[src/rtl/bool_pkg.sv]
// Shared constants and types for the boolean scheduler: data width, opcode
// encodings, the result-slot state type and an opcode legality helper.
package bool_pkg;

   localparam int W = 32;

   localparam logic [3:0] OP_PASS = 4'b1010;
   localparam logic [3:0] OP_AND  = 4'b1000;
   localparam logic [3:0] OP_NOR  = 4'b0001;
   localparam logic [3:0] OP_OR   = 4'b1110;
   localparam logic [3:0] OP_XNOR = 4'b1001;
   localparam logic [3:0] OP_XOR  = 4'b0110;

   typedef enum logic {
      IDLE = 1'b0,
      FULL = 1'b1
   } state_t;

   function automatic logic op_legal(input logic [3:0] op);
      case (op)
         OP_PASS, OP_AND, OP_NOR, OP_OR, OP_XNOR, OP_XOR: return 1'b1;
         default:                                         return 1'b0;
      endcase
   endfunction

endpackage

[src/rtl/bool_sched_bool.sv]
// Combinational boolean unit: applies one of six bitwise functions to A and B;
// any unrecognised opcode passes A through unchanged.
module bool #(
   parameter int W = bool_pkg::W
) (
   input  logic [3:0]   op,
   input  logic [W-1:0] a,
   input  logic [W-1:0] b,
   output logic [W-1:0] y
);
   import bool_pkg::*;

   always_comb begin
      y = a;
      case (op)
         OP_PASS: y = a;
         OP_AND:  y = a & b;
         OP_NOR:  y = ~(a | b);
         OP_OR:   y = a | b;
         OP_XNOR: y = ~(a ^ b);
         OP_XOR:  y = a ^ b;
         default: y = a;
      endcase
   end

endmodule

[src/rtl/bool_sched.sv]
// Two-requester round-robin front end for the boolean unit with a single
// registered result slot. Define BOOL_SCHED_OPCHK_EN to flag illegal opcodes on rsp_err.
//
// state | meaning
// IDLE  | no result held
// FULL  | result held, rsp_valid=1
module bool_sched #(
   parameter int W         = bool_pkg::W,
   parameter int INIT_PRIO = 0
) (
   input  logic         clk,
   input  logic         rst_n,
   input  logic         req_valid_0,
   output logic         req_ready_0,
   input  logic [3:0]   req_op_0,
   input  logic [W-1:0] req_a_0,
   input  logic [W-1:0] req_b_0,
   input  logic         req_valid_1,
   output logic         req_ready_1,
   input  logic [3:0]   req_op_1,
   input  logic [W-1:0] req_a_1,
   input  logic [W-1:0] req_b_1,
   output logic         rsp_valid,
   input  logic         rsp_ready,
   output logic [W-1:0] rsp_data,
   output logic         rsp_id,
   output logic         rsp_err,
   output logic [15:0]  op_count
);
   import bool_pkg::*;

   state_t       state;
   logic         prio;
   logic         slot_free;
   logic         gnt_0;
   logic         gnt_1;
   logic         accept;
   logic [3:0]   sel_op;
   logic [W-1:0] sel_a;
   logic [W-1:0] sel_b;
   logic [W-1:0] result;

   // A held result that is being consumed this cycle frees the slot for a back-to-back accept.
   assign slot_free = (state == IDLE) || rsp_ready;

   assign gnt_0 = req_valid_0 && (!req_valid_1 || (prio == 1'b0));
   assign gnt_1 = req_valid_1 && (!req_valid_0 || (prio == 1'b1));

   assign req_ready_0 = rst_n && slot_free && gnt_0;
   assign req_ready_1 = rst_n && slot_free && gnt_1;
   assign accept      = req_ready_0 || req_ready_1;

   assign sel_op = req_ready_1 ? req_op_1 : req_op_0;
   assign sel_a  = req_ready_1 ? req_a_1  : req_a_0;
   assign sel_b  = req_ready_1 ? req_b_1  : req_b_0;

   bool #(.W(W)) u_bool (
      .op (sel_op),
      .a  (sel_a),
      .b  (sel_b),
      .y  (result)
   );

   assign rsp_valid = (state == FULL);

   always_ff @(posedge clk or negedge rst_n) begin
      if (!rst_n) begin
         state    <= IDLE;
         prio     <= 1'(INIT_PRIO);
         rsp_data <= '0;
         rsp_id   <= 1'b0;
         op_count <= 16'd0;
      end else if (accept) begin
         state    <= FULL;
         prio     <= ~req_ready_1;
         rsp_data <= result;
         rsp_id   <= req_ready_1;
         op_count <= op_count + 16'd1;
      end else if ((state == FULL) && rsp_ready) begin
         state    <= IDLE;
      end
   end

`ifdef BOOL_SCHED_OPCHK_EN
   logic err_q;

   always_ff @(posedge clk or negedge rst_n) begin
      if (!rst_n) begin
         err_q <= 1'b0;
      end else if (accept) begin
         err_q <= ~op_legal(sel_op);
      end
   end

   assign rsp_err = err_q;
`else
   assign rsp_err = 1'b0;
`endif

endmodule
[config.mk]
export PLATFORM = sky130hd
export DESIGN_NAME = bool_sched
export DESIGN_NICKNAME = d
export VERILOG_FILES = /design/src/rtl/bool_pkg.sv /design/src/rtl/bool_sched_bool.sv /design/src/rtl/bool_sched.sv
export SDC_FILE = /design/constraint.sdc
export NUM_CORES = 1
export LEC_CHECK = 0
export BUFFER_PORTS_ARGS = -buffer_cell sky130_fd_sc_hd__buf_4
export CAP_MARGIN = 20
export CELL_PAD_IN_SITES_DETAIL_PLACEMENT = 1
export CELL_PAD_IN_SITES_GLOBAL_PLACEMENT = 2
export CORE_ASPECT_RATIO = 1.75
export CORE_MARGIN = 1
export CORE_UTILIZATION = 28
export CTS_CLUSTER_SIZE = 12
export DETAILED_ROUTE_END_ITERATION = 10
export GPL_ROUTABILITY_DRIVEN = 0
export PLACE_DENSITY_LB_ADDON = 0.1
export REMOVE_ABC_BUFFERS = 1
export SLEW_MARGIN = 10
export SYNTH_ARGS = -nofsm -noshare
export SYNTH_HDL_FRONTEND = slang
export SYNTH_HIERARCHICAL = 1
export SYNTH_SLANG_ARGS = --single-unit
[constraint.sdc]
create_clock -name clk -period 3.55 [get_ports clk]
set_input_delay 0.5325 -clock clk [delete_from_list [all_inputs] [get_ports clk]]
set_output_delay 0.5325 -clock clk [all_outputs]
set_load 0.05 [all_outputs]
==> run_results.csv, run 1 <==
group,metric,value,unit
critical_path,critPathMaxStageDelay,730,ps
placement,dpl_worst_slack,432,ps
timing,rsz0062_at_grt,"false",
detailed_routing,drtIter0Drc,147,
floorplanning,die_x,109,µm
flow_run,maxCapViolCount,0,
logic_synthesis,synth_ff_type,"dfrtp_1",
global_route,grt_usage,20.5,%
pwr,p_comb_share,54.0,%
critical_path,crit_chain,"nand2b_1, o2111ai_4, mux2_2, or3b_1, o22ai_1, a22oi_1, a21oi_1, nand2_1, nand2_1",
global_route,overflow,0,
detailed_routing,wl_per_cell,17.8,µm
critical_path,crit_top_cell,"nand2_1",
floorplanning,coreArea,19700,µm²
floorplanning,rows,68,
clock_tree,cts_root_buf,"clkbuf_16",
timing,finClkSkew,9.21,ps
timing,worst_pin_slew,800,ps
placement,hpwl,15600,µm
logic_synthesis,synthArstFlopShare,100,%
timing,period_share,80.6,%
placement,numPlacedInstances,1126,
global_route,antenna_found_initial,2,
critical_path,crit_family,"simple AND/OR/NAND/NOR gates",
run_status,status,"finished, final reports clean",
critical_path,required,3810,ps
timing,fmax,0.349,GHz
floorplanning,start_util,28.4,%
timing,final_hold_viol_count,0,
logic_synthesis,yosysTopAreaCell,"dfrtp_1",
timing,setup_violations,0,
logic_synthesis,netlist_top_cells_area,"dfrtp_1 23%, ha_1 15%, mux2_2 14%, nand2_1 7.5%, a21oi_1 6.6%",
clock_tree,cts_tree,"done",
clock_tree,htreeDepth,2,
pwr,ir_worst_vdd,0.000353,V
critical_path,cp_num_buf_inv,0,
logic_synthesis,synth_seq_cells,51,
pwr,internal_power,0.00159,W
placement,port_buffers,192,
detailed_routing,drt_first_pass_iters,4,
clock_tree,path_clk_slew,90,ps
clock_tree,insertion_delay,320,ps
logic_synthesis,synth_edf_count,0,
detailed_routing,drcViolationCount,0,
clock_tree,numClockSinks,51,
logic_synthesis,synth_area,5580,µm²
critical_path,crit_path_start_kind,"flop",
detailed_routing,via_per_inst,5.03,
final_layout,area_growth,33.8,%
final_layout,final_cells,1136,
floorplanning,die_area,20500,µm²
floorplanning,die_y,189,µm
logic_synthesis,seq_area_frac_synth,22.9,%
logic_synthesis,postSynthCellCount,713,
final_layout,drive_gt1_share,34.4,%
detailed_routing,dr_total_vias,5709,
clock_tree,clockBufferDepth,2,
detailed_routing,ant_nets,0,
logic_synthesis,syn_area_per_cell,7.82,µm²
critical_path,cp_max_fo,21,
clock_tree,cts_setup_buffers,0,
final_layout,num-nets-final,1094,
timing,fin_ws,687,ps
hold_path,hp-class,"in2async",
logic_synthesis,synth.most_common_cell,"nand2_1",
floorplanning,io_pins,194,
placement,postPlaceCellArea,7300,µm²
pwr,seqPwrFrac,27.2,%
global_route,grt_max_degree,56,
critical_path,worstPathArrival,3120,ps
clock_tree,cts_resized,0,
clock_tree,cts_made_buffers,5,
critical_path,worst_setup_path_end_kind,"flop",
logic_synthesis,synthDominantCellAreaShare,22.9,%
timing,max-slew-margin-rel,46.7,%
pwr,clock_power_share,18.8,%
pwr,power_density,405,nW/µm²
logic_synthesis,synth_cell_types,52,
detailed_routing,routed_wl,20200,µm
pwr,power_leakage,3.84,nW
pwr,p_sw_share,47.4,%
critical_path,cpMaxStageDelayCell,"or3b_1",
logic_synthesis,ys_top_cells_by_count,"112 x nand2_1, 73 x a21oi_1, 68 x inv_1, 68 x mux2_2, 65 x ha_1",
timing,drv_slew,0,
global_route,grt_pass1_wl,32500,µm
critical_path,crit_type,"reg2reg",
clock_tree,postCtsHoldBufs,0,
logic_synthesis,synth-warning-count,6,
global_route,grt_pass1_vias,6430,
final_layout,design_area,7460,µm²
pwr,power.switching,0.00144,W
timing,fin_crit,2860,ps
[power groups by stage]
stage	clock [W]	combinational [W]	sequential, W
after detailed placement	0	0.00166	0.000836
after global routing	0.000609	0.00178	0.000847
after global placement	0	0.00160	0.000838
final	0.000568	0.00163	0.000824
after floorplan	0	0.000618	0.00125
after CTS	0.000597	0.00166	0.000828
[flip-flops by register name, indices dropped and copies added, names as in the netlist]
name,flops
prio,1
rsp_valid,1
rsp_data,32
op_count,16
rsp_id,1
[area by class of cell]
cell class,instances,area (µm²)
inverters,68,255
well taps,245,307
flip-flops and latches,51,1280
fillers,2410,12200
multi-input cells,549,3850
repair buffers,213,1610
diodes,2,5.00
clock inverters,3,31.3
clock buffers,5,125
[worst reg2reg max path: cells and delay by family, from the launching register on]
family / cells / cell delay [ps]
and+or+nand+nor: 4 / 1040
AOI/OAI and AO/OA: 4 / 820
muxes: 1 / 530
DFF: 1 / 410
[layout by cell type (no fill, tap or decap), drive strengths merged, types with 2 or more instances in the layout]
cell,netlist,layout
a211oi,3,3
a21oi,73,73
a22oi,9,9
a2bb2oi,2,2
a31oi,2,2
a32oi,2,2
and2,2,2
and4,3,3
buf,28,213
clkbuf,17,5
dfrtp,51,51
diode,0,2
ha,65,65
inv,68,71
mux2,68,68
nand2,112,112
nand2b,13,13
nand3,6,6
nand3b,2,2
nand4,17,17
nor2,62,62
nor2b,17,17
nor3,2,2
nor3b,3,3
nor4,2,2
o21ai,13,13
o221a,2,2
o221ai,8,8
o22a,4,4
o22ai,12,12
or3,20,20
or3b,2,2
xnor2,9,9
xor2,6,6
[metrics by stage]
| step | hold WS [ps] | TNS [ps] | power, W | util [%] |
|---|---|---|---|---|
| finish | 448 | 0 | 0.00302 | 38.0 |
| global route | 494 | 0 | 0.00324 | 38.0 |
| CTS | 480 | 0 | 0.00309 | 37.9 |
| detailed placement | 463 | 0 | 0.00249 | 37.1 |
| global placement | 462 | 0 | 0.00244 | 37.1 |
| floorplan | 237 | -59620 | 0.00187 | - |
[kinds of logic (layout without fill, tap and decap cells)]
family	Yosys count	count (layout)	synth area share (%)
flops	51	51	22.9
compound gates	131	131	14.3
simple gates	268	268	23.2
buf+inv	113	289	8.71
fa+ha+maj	65	65	14.6
xor+xnor	15	15	2.36
mux	69	69	13.9
other cells	1	3	0.0672
[layer usage]
metal | vias to the layer above | routed length [µm] | track usage, %
met1 | 2772 | 7630 | 21.8
met2 | 140 | 11300 | 39.7
li1 | 2770 | - | -
met4 | 0 | 511 | 7.54
met5 | - | 0 | 0
met3 | 27 | 789 | 2.53
[path summary, 6_finish.rpt]
check                                          from                       end  slack [ps]  cells after the start
setup / recovery              rsp_valid$_DFFE_PN0P_  rsp_data[25]$_DFFE_PN0P_         690                      9
hold / removal                                rst_n   rsp_data[2]$_DFFE_PN0P_         450                      2
setup reg to reg              rsp_valid$_DFFE_PN0P_  rsp_data[25]$_DFFE_PN0P_         690                      9
hold reg to reg            op_count[15]$_DFFE_PN0P_  op_count[15]$_DFFE_PN0P_         480                      1
max in group asynchronous                     rst_n  rsp_data[28]$_DFFE_PN0P_        2570                      2
min in group clk           op_count[15]$_DFFE_PN0P_  op_count[15]$_DFFE_PN0P_         480                      1
(Power assumes the default switching activity.)
==> run 2, diff against run 1 <==
Clock period 3.55 ns to 2.7 ns, I/O delays scaled along.
==> run_results.csv, run 2 (synthesized netlist as in run 1, its figures left out) <==
group,metric,value,unit
run_status,status,"finished, final reports clean",
hold_path,hp-class,"in2async",
global_route,overflow,0,
clock_tree,postCtsHoldBufs,0,
final_layout,largest_reg_flops,32,
detailed_routing,via_per_inst,5.01,
detailed_routing,drcViolationCount,0,
timing,fin_crit,2540,ps
clock_tree,cts_made_buffers,5,
timing,fmax,0.394,GHz
pwr,power.switching,0.00189,W
flow_run,maxCapViolCount,0,
final_layout,area_growth,39.8,%
global_route,grt_pass1_wl,33300,µm
detailed_routing,wl_per_cell,17.7,µm
floorplanning,coreArea,19700,µm²
pwr,ir_worst_vdd,0.000498,V
global_route,grt_max_degree,56,
pwr,internal_power,0.00214,W
placement,numPlacedInstances,1158,
timing,rsz0062_at_grt,"false",
final_layout,reg_top3,"rsp_data x32, op_count x16",
timing,drv_slew,0,
final_layout,insertedDiodeCount,0,
critical_path,rr_endpoint,"rsp_data[21]$_DFFE_PN0P_",
critical_path,crit_type,"reg2reg",
final_layout,final_cells,1168,
critical_path,crit_path_start_kind,"flop",
critical_path,cp_max_fo,14,
detailed_routing,drtIter0Drc,130,
clock_tree,cts_root_buf,"clkbuf_16",
clock_tree,numClockSinks,51,
clock_tree,cts_tree,"done",
global_route,antenna_found_initial,0,
floorplanning,die_y,189,µm
clock_tree,path_clk_slew,80,ps
final_layout,layout_commonest_cell,"buf_4",
critical_path,ff2ff_path_depth,12,
pwr,p_sw_share,46.9,%
pwr,clock_power_share,17.7,%
timing,final_hold_viol_count,0,
final_layout,final_cell_mix,"238 x buf_4, 112 x nand2_1, 73 x a21oi_1",
floorplanning,die_x,109,µm
final_layout,num-nets-final,1128,
critical_path,r2r_slack,160,ps
final_layout,multiInputGateArea,3860,µm²
floorplanning,io_pins,194,
floorplanning,die_area,20500,µm²
pwr,seqPwrFrac,27.2,%
detailed_routing,routed_wl,20700,µm
pwr,power_density,517,nW/µm²
pwr,power.total,0.00403,W
pwr,power_leakage,4.03,nW
pwr,p_comb_share,55.1,%
final_layout,regMostFlops,"rsp_data",
clock_tree,htreeDepth,2,
placement,port_buffers,192,
timing,max-slew-margin-rel,63.7,%
final_layout,seq_area,1280,µm²
global_route,grt_pass1_vias,6641,
floorplanning,rows,68,
final_layout,fill_cells,2423,
detailed_routing,dr_total_vias,5855,
timing,finClkSkew,10.6,ps
detailed_routing,ant_nets,0,
timing,period_share,94.0,%
global_route,grt_usage,20.8,%
critical_path,required,2950,ps
final_layout,drive_gt1_share,37.2,%
critical_path,worst_setup_path_end_kind,"flop",
critical_path,worstPathArrival,2790,ps
critical_path,r2r_start,"rsp_valid$_DFFE_PN0P_",
detailed_routing,drt_first_pass_iters,4,
timing,setup_violations,0,
clock_tree,insertion_delay,310,ps
placement,hpwl,16100,µm
floorplanning,start_util,28.4,%
timing,worst_pin_slew,544,ps
clock_tree,clockBufferDepth,2,
run 2: cell types whose count changed in the layout (fill, tap and decap cells not counted), moves of 2 or more:
cell | previous run | this run
buf_4 | 212 | 238
buf_12 | 1 | 7
buf_6 | 0 | 2
clkinv_4 | 0 | 2
diode_2 | 2 | 0
inv_8 | 2 | 0
run 2: layout make-up:
| cell class | count | area share, % |
|---|---|---|
| timing repair buffer | 247 | 25.0 |
| inverter | 68 | 3.27 |
| clock buffer | 5 | 1.60 |
| multi-input combinational | 549 | 49.5 |
| sequential | 51 | 16.4 |
| clock inverter | 3 | 0.321 |
| tap | 245 | 3.93 |
run 2: power by group through the flow:
stage	clock, W	combinational (W)	sequential, W
2_1_floorplan	0	0.000812	0.00164
3_3_place_gp	0	0.00217	0.00111
3_5_place_dp	0	0.00224	0.00111
4_1_cts	0.000740	0.00225	0.00110
5_1_grt	0.000754	0.00242	0.00112
6_report	0.000713	0.00222	0.00109
run 2: what timing repair did:
action / 4_1_cts / 5_1_grt
gates resized for setup: 0 / 6
pin swaps: 1 / 1
setup buffers: 2 / 0
setup endpoints to repair: 1 / 8
run 2: stage by stage:
| stage | instance area, µm² | util (%) | hold WS (ps) | setup slack (ps) | setup TNS, ps |
|---|---|---|---|---|---|
| 4_1_cts | 7780 | 39.6 | 181 | 128 | 0 |
| 2_1_floorplan | 5350 | - | 109 | -2740 | -83770 |
| 3_3_place_gp | 7600 | 38.7 | 464 | -66.3 | -270 |
| 5_1_grt | 7800 | 39.7 | 186 | 2.20 | 0 |
| 3_5_place_dp | 7600 | 38.7 | 469 | -123 | -1630 |
| 6_report | 7800 | 39.7 | 154 | 161 | 0 |
run 2: worst max path at each step:
| stage | from | to | slack [ps] | depth (start not counted) |
|---|---|---|---|---|
| global route | rsp_valid$_DFFE_PN0P_ | rsp_data[21]$_DFFE_PN0P_ | 2 | 12 |
| detailed placement | req_valid_0 | rsp_data[8]$_DFFE_PN0P_ | -120 | 12 |
| CTS | rsp_valid$_DFFE_PN0P_ | rsp_data[24]$_DFFE_PN0P_ | 130 | 11 |
| finish | rsp_valid$_DFFE_PN0P_ | rsp_data[21]$_DFFE_PN0P_ | 160 | 12 |
| global placement | req_valid_0 | rsp_data[8]$_DFFE_PN0P_ | -70 | 12 |
| floorplan | req_valid_0 | rsp_data[13]$_DFFE_PN0P_ | -2740 | 8 |
run 2: layer usage:
| metal | part of all wire [%] | vias up | GRT usage [%] |
|---|---|---|---|
| met5 | 0 | - | 0 |
| li1 | - | 2839 | - |
| met2 | 55 | 137 | 40.2 |
| met4 | 2.3 | 0 | 7.17 |
| met3 | 3.9 | 24 | 2.63 |
| met1 | 38 | 2855 | 22.3 |
run 2: critical path, stage by stage, from the launching register on:
cell and delay (ps):
dfrtp_1 400, nand2b_1 140, o2111ai_4 170, buf_12 190, buf_12 120, mux2_4 330
nand3b_1 340, buf_6 250, o22ai_1 180, a22oi_1 90, a21oi_1 130, nand2_1 70
nand2_1 60
